File: config.mk
export PLATFORM = sky130hd
export DESIGN_NAME = adc_i2s_rx
export DESIGN_NICKNAME = d
export VERILOG_FILES = /design/src/rtl/adc_i2s_rx.sv
export SDC_FILE = /design/constraint.sdc
export NUM_CORES = 1
export LEC_CHECK = 0
export ABC_AREA = 1
export BUFFER_PORTS_ARGS = -buffer_cell sky130_fd_sc_hd__buf_2
export CORE_MARGIN = 3
export CORE_UTILIZATION = 33
export CTS_BUF_LIST = sky130_fd_sc_hd__clkbuf_8
export DETAILED_ROUTE_END_ITERATION = 12
export SYNTH_ARGS = -nofsm -noshare
export SYNTH_HDL_FRONTEND = slang
export SYNTH_SLANG_ARGS = --single-unit
File: constraint.sdc
create_clock -name Clk -period 2 [get_ports Clk]
set_input_delay 0.4 -clock Clk [delete_from_list [all_inputs] [get_ports Clk]]
set_output_delay 0.4 -clock Clk [all_outputs]
set_load 0.02 [all_outputs]
File: src/rtl/adc_i2s_rx.sv
// I2S ADC receiver: oversamples BCLK/LRCK/DATA in the Clk domain, emits {left,right} frames
// through a one-entry output buffer. Define ADC_I2S_RX_OVF_CNT_EN to add the Overrun_Count output.
module adc_i2s_rx #(
   parameter int DATA_WIDTH = 16
) (
   input  logic                    Clk,
   input  logic                    Reset,
   input  logic                    AUD_BCLK,
   input  logic                    AUD_ADCLRCK,
   input  logic                    AUD_ADCDAT,
   output logic [2*DATA_WIDTH-1:0] ADCDATA,
   output logic                    Sample_Valid,
   input  logic                    Sample_Ready,
   output logic                    Overrun,
   output logic                    Frame_Err
`ifdef ADC_I2S_RX_OVF_CNT_EN
   ,
   output logic [7:0]              Overrun_Count
`endif
);
   localparam int CW = $clog2(DATA_WIDTH);

   typedef enum logic [1:0] {ALIGN, SKIP, SHIFT, HOLD} state_t;

   state_t                  state;
   logic                    chan;       // 0 = left, 1 = right
   logic                    left_ok;    // a complete left word waits for its right partner
   logic [CW-1:0]           cnt;
   logic [DATA_WIDTH-1:0]   shreg;
   logic [DATA_WIDTH-1:0]   left_word;

   // [1:0] is the 2-flop synchronizer, [2] is the previous synchronized value for edge detect
   logic [2:0]              bclk_sync;
   logic [2:0]              lrck_sync;
   logic [1:0]              dat_sync;

   logic                    bclk_rise;
   logic                    lrck_edge;
   logic                    lrck_fall;
   logic                    last_bit;
   logic                    complete;
   logic [DATA_WIDTH-1:0]   word;

   always_ff @(posedge Clk or negedge Reset) begin
      if (!Reset) begin
         bclk_sync <= '0;
         lrck_sync <= '0;
         dat_sync  <= '0;
      end else begin
         bclk_sync <= {bclk_sync[1:0], AUD_BCLK};
         lrck_sync <= {lrck_sync[1:0], AUD_ADCLRCK};
         dat_sync  <= {dat_sync[0], AUD_ADCDAT};
      end
   end

   assign bclk_rise = bclk_sync[1] & ~bclk_sync[2];
   assign lrck_edge = lrck_sync[1] ^ lrck_sync[2];
   assign lrck_fall = ~lrck_sync[1] & lrck_sync[2];
   assign last_bit  = (cnt == CW'(DATA_WIDTH - 1));
   assign word      = {shreg[DATA_WIDTH-2:0], dat_sync[1]};
   assign complete  = (state == SHIFT) && !lrck_edge && bclk_rise && last_bit && chan && left_ok;

   always_ff @(posedge Clk or negedge Reset) begin
      if (!Reset) begin
         state     <= ALIGN;
         chan      <= 1'b0;
         left_ok   <= 1'b0;
         cnt       <= '0;
         shreg     <= '0;
         left_word <= '0;
         Frame_Err <= 1'b0;
      end else begin
         Frame_Err <= 1'b0;
         case (state)
            ALIGN: begin
               if (lrck_fall) begin
                  state   <= SKIP;
                  chan    <= 1'b0;
                  cnt     <= '0;
                  left_ok <= 1'b0;
               end
            end
            SKIP, SHIFT: begin
               if (lrck_edge) begin
                  // early word-clock toggle: the whole channel pair is lost
                  Frame_Err <= 1'b1;
                  chan      <= lrck_sync[1];
                  cnt       <= '0;
                  shreg     <= '0;
                  left_ok   <= 1'b0;
                  state     <= SKIP;
               end else if (bclk_rise) begin
                  if (state == SKIP) begin
                     state <= SHIFT;
                  end else begin
                     shreg <= word;
                     cnt   <= cnt + 1'b1;
                     if (last_bit) begin
                        state <= HOLD;
                        cnt   <= '0;
                        if (!chan) begin
                           left_word <= word;
                           left_ok   <= 1'b1;
                        end else begin
                           left_ok   <= 1'b0;
                        end
                     end
                  end
               end
            end
            HOLD: begin
               if (lrck_edge) begin
                  chan  <= lrck_sync[1];
                  cnt   <= '0;
                  shreg <= '0;
                  state <= SKIP;
               end
            end
            default: state <= ALIGN;
         endcase
      end
   end

   always_ff @(posedge Clk or negedge Reset) begin
      if (!Reset) begin
         ADCDATA      <= '0;
         Sample_Valid <= 1'b0;
         Overrun      <= 1'b0;
      end else begin
         Overrun <= 1'b0;
         if (complete) begin
            if (!Sample_Valid || Sample_Ready) begin
               ADCDATA      <= {left_word, word};
               Sample_Valid <= 1'b1;
            end else begin
               Overrun <= 1'b1;
            end
         end else if (Sample_Valid && Sample_Ready) begin
            Sample_Valid <= 1'b0;
         end
      end
   end

`ifdef ADC_I2S_RX_OVF_CNT_EN
   always_ff @(posedge Clk or negedge Reset) begin
      if (!Reset)
         Overrun_Count <= 8'd0;
      else if (Overrun && Overrun_Count != 8'hFF)
         Overrun_Count <= Overrun_Count + 8'd1;
   end
`endif

endmodule

Word level (Yosys, flattened, before mapping)

Index checks and enable logic that the tools add are counted.

Flip-flop bits (word level): 82
Input port bits: 6
Output and inout port bits: 35
Word-level logic and storage cells: 92

Add/subtract/negate cells: 1
Equality and inequality tests: 12
Multiplexer cells: 35
Bitwise logic cells: 8
Reductions and logical operators: 23

Operators by type and width:

| kind                                           | count |
|---|---|
| two-way mux 15 bit                             | 4 |
| case mux 15 bit (2 select lines)               | 1 |
| two-way mux 4 bit                              | 6 |
| two-way mux 1 bit                              | 14 |
| two-way mux 2 bit                              | 6 |
| case mux 4 bit (3 select lines)                | 1 |
| AND reduction 4 bit                            | 3 |
| != test 3 bit (second input constant)          | 3 |
| logical AND 1 bit                              | 6 |
| case mux 2 bit (3 select lines)                | 1 |
| AND reduction 2 bit                            | 3 |
| AND reduction 6 bit                            | 1 |
| nonzero test 2 bit                             | 3 |
| inverter 1 bit                                 | 5 |
| AND reduction 5 bit                            | 1 |
| adder 4 x 1 -> 4 bit (second input constant)   | 1 |
| == test 2 bit (second input constant)          | 2 |
| == test 4 bit (second input constant)          | 1 |
| != test 2 x 1 -> 1 bit (second input constant) | 2 |
| != test 2 bit (second input constant)          | 2 |
| != test 4 bit (second input constant)          | 1 |
| case mux 1 bit (2 select lines)                | 2 |
| OR reduction 3 bit                             | 1 |
| bitwise AND 1 bit                              | 2 |
| 6 further kinds                                | 7 |

Logic depth before layout (Yosys ltp)

Gate-level depths: netlist (run 1).

Depth in word-level cells: 9
Depth in mapped cells: 12
Gate-level depth less buffers: 10

Least setup slack after synthesis (run 1)

OpenSTA, ideal clock, no wires.

Kind: register to register
From: register lrck_sync[1]
To: register ADCDATA[16]
Library setup time: 0.118 ns
Arrival time: 1.540 ns
Data required time: 1.882 ns
Setup slack: 0.342 ns
Cell stages (with the launch flop): 13
Buffers on the path: 3
Clock period less this slack: 1.658 ns
Path through: dfrtp_1 > inv_1 > ha_1 > buf_4 > nand2_2 > nor2_2 > nand2_2 > nor2_8 > nand2_4 > buf_6 > buf_6 > nand2_1 > nand2_1

Longest elaborated chain between the ends: 8

RTL lines:

| what                            | RTL line | text |
|---|---|---|
| start, declared                 | 34       | `logic [2:0] lrck_sync;` |
| start signal, assigned          | 51       | `lrck_sync <= {lrck_sync[1:0], AUD_ADCLRCK};` |
| XOR 1 bit                       | 57       | `assign lrck_edge = lrck_sync[1] ^ lrck_sync[2];` |
| zero test 1 bit                 | 61       | `assign complete = (state == SHIFT) && !lrck_edge && bclk_rise && last_bit && chan && left_ok;` |
| logical AND 1 bit (5 in series) | 61       |  |
| AND reduction 2 bit (no line)   | n/a      |  |
| end signal, assigned            | 133      | `ADCDATA <= {left_word, word};` |
| end, declared                   | 11       | `output logic [2*DATA_WIDTH-1:0] ADCDATA,` |

No other way between the ends.
A chain may end at the register's enable or synchronous reset.

Worst setup path after layout (run 1)

From: register state[1]
To: register shreg[3]

Longest elaborated chain between the ends: 4
Elaborated cells on any way between the ends: 10
Classes of those cells: 6 x eq/ne; 1 x mux; 3 x reduce/logical

RTL lines:

| what                                                          | RTL line | text |
|---|---|---|
| start, declared                                               | 25       | `state_t state;` |
| start signal, assigned                                        | 65       | `state <= ALIGN;` |
| start signal, assigned                                        | 77       | `state <= SKIP;` |
| start signal, assigned                                        | 91       | `state <= SKIP;` |
| == test 2 bit or == test 2 x 1 -> 1 bit (tied branches)       | 74, 93   |  |
| OR reduction 2 bit                                            | 74       | `case (state)` |
| != test 3 bit (no line) or nonzero test 2 bit (tied branches) | n/a      |  |
| AND reduction 4 bit (no line)                                 | n/a      |  |
| end signal, assigned                                          | 96       | `shreg <= word;` |
| end, declared                                                 | 29       | `logic [DATA_WIDTH-1:0] shreg;` |

Parallel ways exist; a longest one is shown, timed or not.

==> metrics.yaml, run 1 <==
final_layout:
  area_growth_pct: 17.4
  insertedDiodeCount: 0
  layout.nets: 411
  layoutNonFillerInstCount: 536
  final_area_um2: 3950
  drive_gt1_frac: 0.191
detailed_routing:
  drtIter0Drc: 164
  drtAntennaViolNets: 0
  wl_per_cell_um: 12.3
  routed-via-count: 2419
  drt-pass1-iter-count: 4
  wl_um: 6590
  vias_per_cell: 4.51
  drcViolationCount: 0
die:
  die_x_um: 107
  initial_core_util: 0.341
  die_y_um: 107
  rows: 36
  core_um2: 9860
  io_pins: 41
  die_area_um2: 11400
grt:
  grt_start_max_net_pins: 68
  grt-ovfl-total: 0
  antenna_found_initial: 0
  grt_pass1_wl_um: 11200
  grt_pass1_vias: 2302
  groute.usage.overall: 0.123
critical_path:
  cp_max_fo: 30
  crit_type: "reg2reg"
  worst-path-buf-inv: 3
  cp.arrival_ns: 2.05
  cp_common_cell: "nand2_1"
  crit_slowest_cell: "dfrtp_1"
  required_ns: 2.24
  critical_path.max_stage_delay_ns: 0.40
  path_delay_family: "simple AND/OR/NAND/NOR gates"
  start_kind: "flop"
  crit_chain: "inv_1 > ha_1 > nand2_1 > inv_2 > nand2_1 > nand2_1 > nor2_2 > buf_12 > nand2_1 > o21ai_0"
  end_kind: "flop"
pwr:
  power_per_cell_area_nw_per_um2: 1020
  ir_drop_v: 0.000548
  cellLeakagePower_nw: 2.03
  power_mw: 4.02
clock_network:
  path_clk_slew_ns: 0.09
  cts_made_buffers: 9
  cts_tree: "yes"
  numClockSinks: 82
  cts_root_buf: "clkbuf_8"
  clockBufferDepth: 2
  h-tree-depth: 3
  clkLatencyLatePin_ns: 0.36
logic_synthesis:
  ys.flop_type: "dfrtp_1"
  yosysTopAreaCellShare: 0.610
  ys_top_cells_by_area: "dfrtp_1 61%, nand2_1 11%, o21ai_0 6.4%"
  synth_edf_count: 0
  syn_inst: 356
  synthTopCellsByCount: "102 x nand2_1, 82 x dfrtp_1, 43 x o21ai_0"
  synth_async_sr_flop_share: 1.00
  avgSynthCellArea_um2: 9.45
  synth_nets: 369
  synth_area_um2: 3370
  ys_ff_latch: 82
  ys_seq_area_frac: 0.610
  synth.most_common_cell: "nand2_1"
  synthDistinctLibCells: 25
  synth_largest_area_cell: "dfrtp_1"
  ys_warn_count: 0
placement:
  place_congestion: 0.812
  dp.cells: 519
  numPortBuffers: 40
  dp.final_hpwl_um: 4430
  dpl-instance-area_um2: 3710
timing:
  hold_viol: 0
  max_freq_mhz: 552
  fin_crit_ns: 1.81
  worst_slew_pin_slew_ns: 0.355
  rsz0062_at_grt: "false"
  fin_crit_sh: 0.905
  finClkSkew_ns: 0.0113
  report.final.setup_viol: 0
  relSlewSlack: 0.763
  final_max_slew_viol_count: 0
  setup_tns_ns: 0
min_path:
  hp-class: "in2reg"
job:
  cap_violations: 0
outcome:
  status: "complete, no violations"
placed cells by master (no fill, tap or decap), types with 6 or more instances in the layout:
cell type	netlist	layout
o21ai_0	43	43
ha_1	7	7
dfrtp_1	82	82
inv_1	32	32
clkbuf_8	0	10
nand2_1	102	102
buf_2	6	39
nor3_1	15	15
nand3_1	24	24
buf_4	1	6
nor2_1	11	9
stage by stage:
stage                     hold slack (ns)   util  setup slack, ns
after floorplan                     0.104      -            0.342
after global placement              0.272  0.377            0.194
after detailed placement            0.273  0.377           0.0742
after CTS                           0.130  0.399           0.0806
after global routing                0.124  0.400           0.0206
final                               0.141  0.400            0.190
layer usage:
layer	track usage	wire length, µm	vias to the layer above
met1	0.182	3360	1128
met5	0	0	-
met3	0.0283	284	10
met2	0.172	2840	58
met4	0.0539	109	0
li1	-	-	1223
logic make-up (layout without fill, tap and decap cells):
group | after synthesis | count (layout) | synth area share
flip-flops | 82 | 82 | 0.610
AO/OA/AOI/OAI | 55 | 55 | 0.0870
adder cells (fa/ha/maj) | 7 | 7 | 0.0260
AND/OR/NAND/NOR | 162 | 162 | 0.212
buffers and inverters | 50 | 97 | 0.0658
where the power goes:
group / switching (mW) / internal [mW] / leakage (nW) / total (mW)
Combinational: 0.632 / 0.307 / 0.807 / 0.939
Sequential: 0.0582 / 1.76 / 1.12 / 1.82
Clock: 0.638 / 0.626 / 0.101 / 1.26
Total: 1.33 / 2.69 / 2.03 / 4.02
cell type report:
type / instances / area (µm²)
well taps: 133 / 166
multi-input cells: 224 / 1110
flip-flops and latches: 82 / 2050
clock inverters: 6 / 73.8
clock buffers: 10 / 138
repair buffers: 48 / 290
inverters: 33 / 124
fillers: 978 / 5910
sequential cells by signal, indices dropped and copies added, names as in the netlist, 2 cells and up:
name,cells
state,2
shreg,15
bclk_sync,3
cnt,4
dat_sync,2
left_word,16
lrck_sync,3
ADCDATA,32
final timing paths:
check                                        from                 endpoint  slack, ns  cells after the start
max                          state[1]$_DFFE_PN0P_     shreg[3]$_DFFE_PN0P_       0.19                     10
min                                    AUD_ADCDAT    dat_sync[0]$_DFF_PN0_       0.14                      1
max reg2reg                  state[1]$_DFFE_PN0P_     shreg[3]$_DFFE_PN0P_       0.19                     10
min reg2reg                lrck_sync[0]$_DFF_PN0_   lrck_sync[1]$_DFF_PN0_       0.36                      0
max in group asynchronous                   Reset       cnt[2]$_DFFE_PN0P_       0.95                      3
min in group asynchronous                   Reset  ADCDATA[20]$_DFFE_PN0P_       0.43                      2
repair_timing:
| action | 4_1_cts | 5_1_grt |
|---|---|---|
| gates resized for setup | 0 | 3 |
| buffers inserted | 0 | 0 |
| hold buffers | 1 | 0 |
| endpoints found under the hold margin | 15 | 0 |
| endpoints found under the setup margin | 0 | 36 |
Note: power is estimated with default switching activity, not from simulation.
==> run 2: changes to the inputs <==
--- a/config.mk
+++ b/config.mk
@@ -6,11 +6,11 @@
 export NUM_CORES = 1
 export LEC_CHECK = 0
 export ABC_AREA = 1
-export BUFFER_PORTS_ARGS = -buffer_cell sky130_fd_sc_hd__buf_2
 export CORE_MARGIN = 3
 export CORE_UTILIZATION = 33
 export CTS_BUF_LIST = sky130_fd_sc_hd__clkbuf_8
 export DETAILED_ROUTE_END_ITERATION = 12
+export DONT_BUFFER_PORTS = 1
 export SYNTH_ARGS = -nofsm -noshare
 export SYNTH_HDL_FRONTEND = slang
 export SYNTH_SLANG_ARGS = --single-unit
==> metrics.yaml, run 2 (same netlist as run 1, synthesis figures left out) <==
die:
  rows: 36
  die_area_um2: 11400
  die_x_um: 107
  initial_core_util: 0.341
  core_um2: 9860
  io_pins: 41
  die_y_um: 107
pwr:
  ir_drop_v: 0.000425
  power_mw: 3.96
  power_per_cell_area_nw_per_um2: 1070
  cellLeakagePower_nw: 1.80
timing:
  setup_tns_ns: 0
  worst_slew_pin_slew_ns: 0.355
  timing.hold.ws_ns: -0.275
  worst_slack_ns: 0.130
  rsz0062_at_grt: "false"
  relSlewSlack: 0.762
  finClkSkew_ns: 0.00825
  final_max_slew_viol_count: 0
  max_freq_mhz: 535
  report.final.setup_viol: 0
  fin_crit_sh: 0.935
  hold_viol: 82
  fin_crit_ns: 1.87
grt:
  grt_pass1_vias: 2277
  grt_start_max_net_pins: 83
  grt_pass1_wl_um: 11300
  antenna_found_initial: 0
  grt-ovfl-total: 0
  groute.usage.overall: 0.126
detailed_routing:
  wl_um: 6530
  drtAntennaViolNets: 0
  routed-via-count: 2264
  drt-pass1-iter-count: 4
  drtIter0Drc: 158
  vias_per_cell: 4.58
  wl_per_cell_um: 13.2
  drcViolationCount: 0
critical_path:
  cp.arrival_ns: 2.15
  end_kind: "flop"
  start_kind: "flop"
  cp_max_fo: 6
  required_ns: 2.28
  crit_type: "reg2reg"
placement:
  place_ws_ns: 0.100
  place_congestion: 0.881
  dp.final_hpwl_um: 4370
  dp.cells: 478
  numPortBuffers: 0
clock_network:
  cts_made_buffers: 9
  path_clk_slew_ns: 0.09
  h-tree-depth: 3
  numClockSinks: 82
  clockBufferDepth: 2
  cts_root_buf: "clkbuf_8"
  clkLatencyLatePin_ns: 0.36
  cts_tree: "yes"
final_layout:
  largest_reg_flops: 32
  regMostFlops: "ADCDATA"
  fin_util: 0.376
  area_growth_pct: 10.3
  layout.nets: 369
  reg.largest.list: "ADCDATA x32, left_word x16, shreg x15"
  mostFrequentLayoutCells: "102 x nand2_1, 82 x dfrtp_1, 43 x o21ai_0"
  layout_commonest_cell: "nand2_1"
  layoutNonFillerInstCount: 494
  insertedDiodeCount: 0
  drive_gt1_frac: 0.0942
  fillers: 971
min_path:
  hp-class: "in2async"
outcome:
  status: "finished, violations left"
  failed_checks: "negative hold slack"
job:
  cap_violations: 0
-- run 2: cell count changes in the layout (fill, tap and decap cells not counted) --
| cell | delta |
|---|---|
| buf_2 | -39 |
| nor2_1 | +2 |
| nor2_2 | -2 |
| buf_12 | -1 |
| buf_4 | -1 |
| clkbuf_8 | -1 |
| clkinv_4 | +1 |
| clkinvlp_4 | -1 |
| dlygate4sd3_1 | -1 |
| inv_8 | +1 |
-- run 2: worst paths after layout --
check,startpoint,depth (start not counted),slack (ns),to
worst max-delay path,state[0]$_DFFE_PN0P_,9,0.13,cnt[3]$_DFFE_PN0P_
worst min-delay path,Reset,0,-0.27,ADCDATA[17]$_DFFE_PN0P_
worst max register to register,state[0]$_DFFE_PN0P_,9,0.13,cnt[3]$_DFFE_PN0P_
worst min register to register,lrck_sync[0]$_DFF_PN0_,0,0.36,lrck_sync[1]$_DFF_PN0_
max in group asynchronous,Reset,0,2.16,ADCDATA[9]$_DFFE_PN0P_
min in group Clk,AUD_ADCDAT,0,0.06,dat_sync[0]$_DFF_PN0_
-- run 2: stage by stage --
| step | hold slack, ns | cell area [µm²] |
|---|---|---|
| 4_1_cts | -0.296 | 3700 |
| 3_5_place_dp | 0.106 | 3490 |
| 6_report | -0.275 | 3710 |
| 3_3_place_gp | 0.106 | 3490 |
| 5_1_grt | -0.306 | 3710 |
| 2_1_floorplan | 0.104 | 3370 |
-- run 2: routing by layer --
metal	wire (µm)	vias up	track usage
met3	472	12	0.0397
li1	-	1137	-
met4	153	0	0.0603
met1	3140	1063	0.171
met5	0	-	0
met2	2760	52	0.181
-- run 2: report_power, final --
part / internal (mW) / switching, mW
combinational: 0.282 / 0.569
clock: 0.603 / 0.671
sequential: 1.76 / 0.0758
total: 2.65 / 1.32
-- run 2: critical path, cell delays in order (launching register included) --
cell and delay (ns):
dfrtp_1 0.41, inv_1 0.10, ha_1 0.38, nand2_1 0.13, inv_2 0.07, nand2_1 0.07
nand2_1 0.10, nor2_1 0.30, nand2_1 0.10, a21oi_1 0.14
-- run 2: what timing repair did --
| action | 4_1_cts | 5_1_grt |
|---|---|---|
| hold endpoints to repair | 82 | 82 |
| setup endpoints to repair | 0 | 27 |
| buffers inserted | 0 | 0 |
| gates resized for setup | 0 | 1 |
-- run 2: final cells by class --
| class | instances | area, µm² | share of cell area |
|---|---|---|---|
| clock buffers | 9 | 124 | 0.0334 |
| clock inverters | 7 | 86.3 | 0.0233 |
| inverters | 33 | 124 | 0.0334 |
| multi-input cells | 224 | 1100 | 0.297 |
| flip-flops and latches | 82 | 2050 | 0.553 |
| well taps | 133 | 166 | 0.0448 |
| repair buffers | 6 | 57.6 | 0.0155 |
==> run 3: changes to the inputs <==
--- a/config.mk
+++ b/config.mk
@@ -11,6 +11,7 @@
 export CTS_BUF_LIST = sky130_fd_sc_hd__clkbuf_8
 export DETAILED_ROUTE_END_ITERATION = 12
 export DONT_BUFFER_PORTS = 1
+export RECOVER_POWER = 100
 export SYNTH_ARGS = -nofsm -noshare
 export SYNTH_HDL_FRONTEND = slang
 export SYNTH_SLANG_ARGS = --single-unit
==> metrics.yaml, run 3 (same netlist as run 1, synthesis figures left out) <==
outcome:
  status: "finished, violations left"
  failed_checks: "negative hold slack"
detailed_routing:
  drtIter0Drc: 165
  vias_per_cell: 4.57
  wl_per_cell_um: 13.2
  drtAntennaViolNets: 0
  drt-pass1-iter-count: 4
  routed-via-count: 2256
  wl_um: 6530
  drcViolationCount: 0
critical_path:
  cp_max_fo: 6
  ff2ff_path_depth: 9
  critical_path.max_stage_delay_ns: 0.41
  end_kind: "flop"
  cp.arrival_ns: 2.15
  crit_chain: "inv_1 > ha_1 > nand2_1 > inv_2 > nand2_1 > nand2_1 > nor2_1 > nand2_1 > a21oi_1"
  rrSetupSlack_ns: 0.13
  reg2reg_to: "cnt[3]$_DFFE_PN0P_"
  crit_type: "reg2reg"
  cp_common_cell: "nand2_1"
  required_ns: 2.28
  rr_startpoint: "state[0]$_DFFE_PN0P_"
  crit_slowest_cell: "dfrtp_1"
  start_kind: "flop"
pwr:
  p_seq_frac: 0.464
  switchingPower_mw: 1.31
  switching_share: 0.331
  power_per_cell_area_nw_per_um2: 1070
  combinationalPowerShare: 0.215
  ir_drop_v: 0.000428
  cellLeakagePower_nw: 1.79
  clkPwrFrac: 0.321
  internal_power_mw: 2.65
final_layout:
  fin_util: 0.375
  largest_reg_flops: 32
  insertedDiodeCount: 0
  drive_gt1_frac: 0.0831
  area_growth_pct: 9.81
  layout_commonest_cell: "nand2_1"
  layout.nets: 369
  fillers: 975
  reg.largest.list: "ADCDATA x32, left_word x16, shreg x15"
  mostFrequentLayoutCells: "102 x nand2_1, 82 x dfrtp_1, 51 x o21ai_0"
  regMostFlops: "ADCDATA"
clock_network:
  post_cts_buffers: 0
  clockBufferDepth: 2
  h-tree-depth: 3
  numClockSinks: 82
  path_clk_slew_ns: 0.09
  cts_tree: "yes"
  cts_made_buffers: 9
  clkLatencyLatePin_ns: 0.36
  cts_root_buf: "clkbuf_8"
timing:
  worst_slack_ns: 0.133
  timing.hold.ws_ns: -0.275
  finClkSkew_ns: 0.00827
  report.final.setup_viol: 0
  max_freq_mhz: 536
  hold_viol: 82
  final_max_slew_viol_count: 0
  setup_tns_ns: 0
  fin_crit_sh: 0.934
  rsz0062_at_grt: "false"
  worst_slew_pin_slew_ns: 0.354
  relSlewSlack: 0.763
  fin_crit_ns: 1.87
grt:
  grt_pass1_wl_um: 11300
  grt-ovfl-total: 0
  antenna_found_initial: 0
  grt_pass1_vias: 2277
  groute.usage.overall: 0.126
  grt_start_max_net_pins: 83
die:
  die_x_um: 107
  die_area_um2: 11400
  io_pins: 41
  initial_core_util: 0.341
  die_y_um: 107
  rows: 36
  core_um2: 9860
placement:
  place_congestion: 0.881
  numPortBuffers: 0
  place_ws_ns: 0.100
  dp.final_hpwl_um: 4370
job:
  cap_violations: 0
min_path:
  hp-class: "in2async"
## run 3: power by group through the flow
stage               Combinational (mW)  Clock [mW]  Sequential (mW)
CTS                              0.850        1.30             1.84
global placement                 0.833           0             1.87
floorplan                        0.635           0             1.85
detailed placement               0.853           0             1.87
global route                     0.966        1.38             1.85
finish                           0.850        1.27             1.84
## run 3: per-stage QoR
stage | instance area, µm² | cells | hold slack (ns) | power, mW
after CTS | 3700 | 494 | -0.296 | 3.99
after global placement | 3490 | 478 | 0.106 | 2.70
after detailed placement | 3490 | 478 | 0.106 | 2.72
after global routing | 3700 | 494 | -0.306 | 4.20
final | 3700 | 494 | -0.275 | 3.96
after floorplan | 3370 | 356 | 0.104 | 2.49
## run 3: what timing repair did
item,in CTS,in global routing
endpoints found under the setup margin,0,27
gates resized for setup,0,1
endpoints found under the hold margin,82,82
## run 3: worst max path at each step
stage | end | start | depth (start not counted) | slack (ns)
after floorplan | ADCDATA[16]$_DFFE_PN0P_ | lrck_sync[1]$_DFF_PN0_ | 12 | 0.34
after global placement | ADCDATA[0]$_DFFE_PN0P_ | lrck_sync[1]$_DFF_PN0_ | 9 | 0.19
after detailed placement | ADCDATA[4]$_DFFE_PN0P_ | lrck_sync[1]$_DFF_PN0_ | 9 | 0.10
after CTS | ADCDATA[11]$_DFFE_PN0P_ | lrck_sync[1]$_DFF_PN0_ | 8 | 0.07
after global routing | cnt[1]$_DFFE_PN0P_ | state[0]$_DFFE_PN0P_ | 9 | 0.01
final | cnt[3]$_DFFE_PN0P_ | state[0]$_DFFE_PN0P_ | 9 | 0.13
## run 3: layout make-up
class	instances	area, µm²	area share
tap	133	166	0.0450
multi-input combinational	224	1090	0.294
sequential	82	2050	0.555
clock inverter	7	86.3	0.0234
inverter	33	124	0.0335
clock buffer	9	124	0.0335
timing repair buffer	6	57.6	0.0156
## run 3: metal layers
| metal | global-route usage | vias up | wire (µm) |
|---|---|---|---|
| met1 | 0.171 | 1056 | 3180 |
| met2 | 0.181 | 50 | 2730 |
| met3 | 0.0397 | 12 | 457 |
| li1 | - | 1138 | - |
| met5 | 0 | - | 0 |
| met4 | 0.0603 | 0 | 153 |
## run 3: critical path: cells and delay by family (launching register included)
kind | cells | cell delay [ns]
fa+ha+maj | 1 | 0.38
buf+inv | 2 | 0.17
flops | 1 | 0.41
simple gates | 5 | 0.70
compound gates | 1 | 0.14
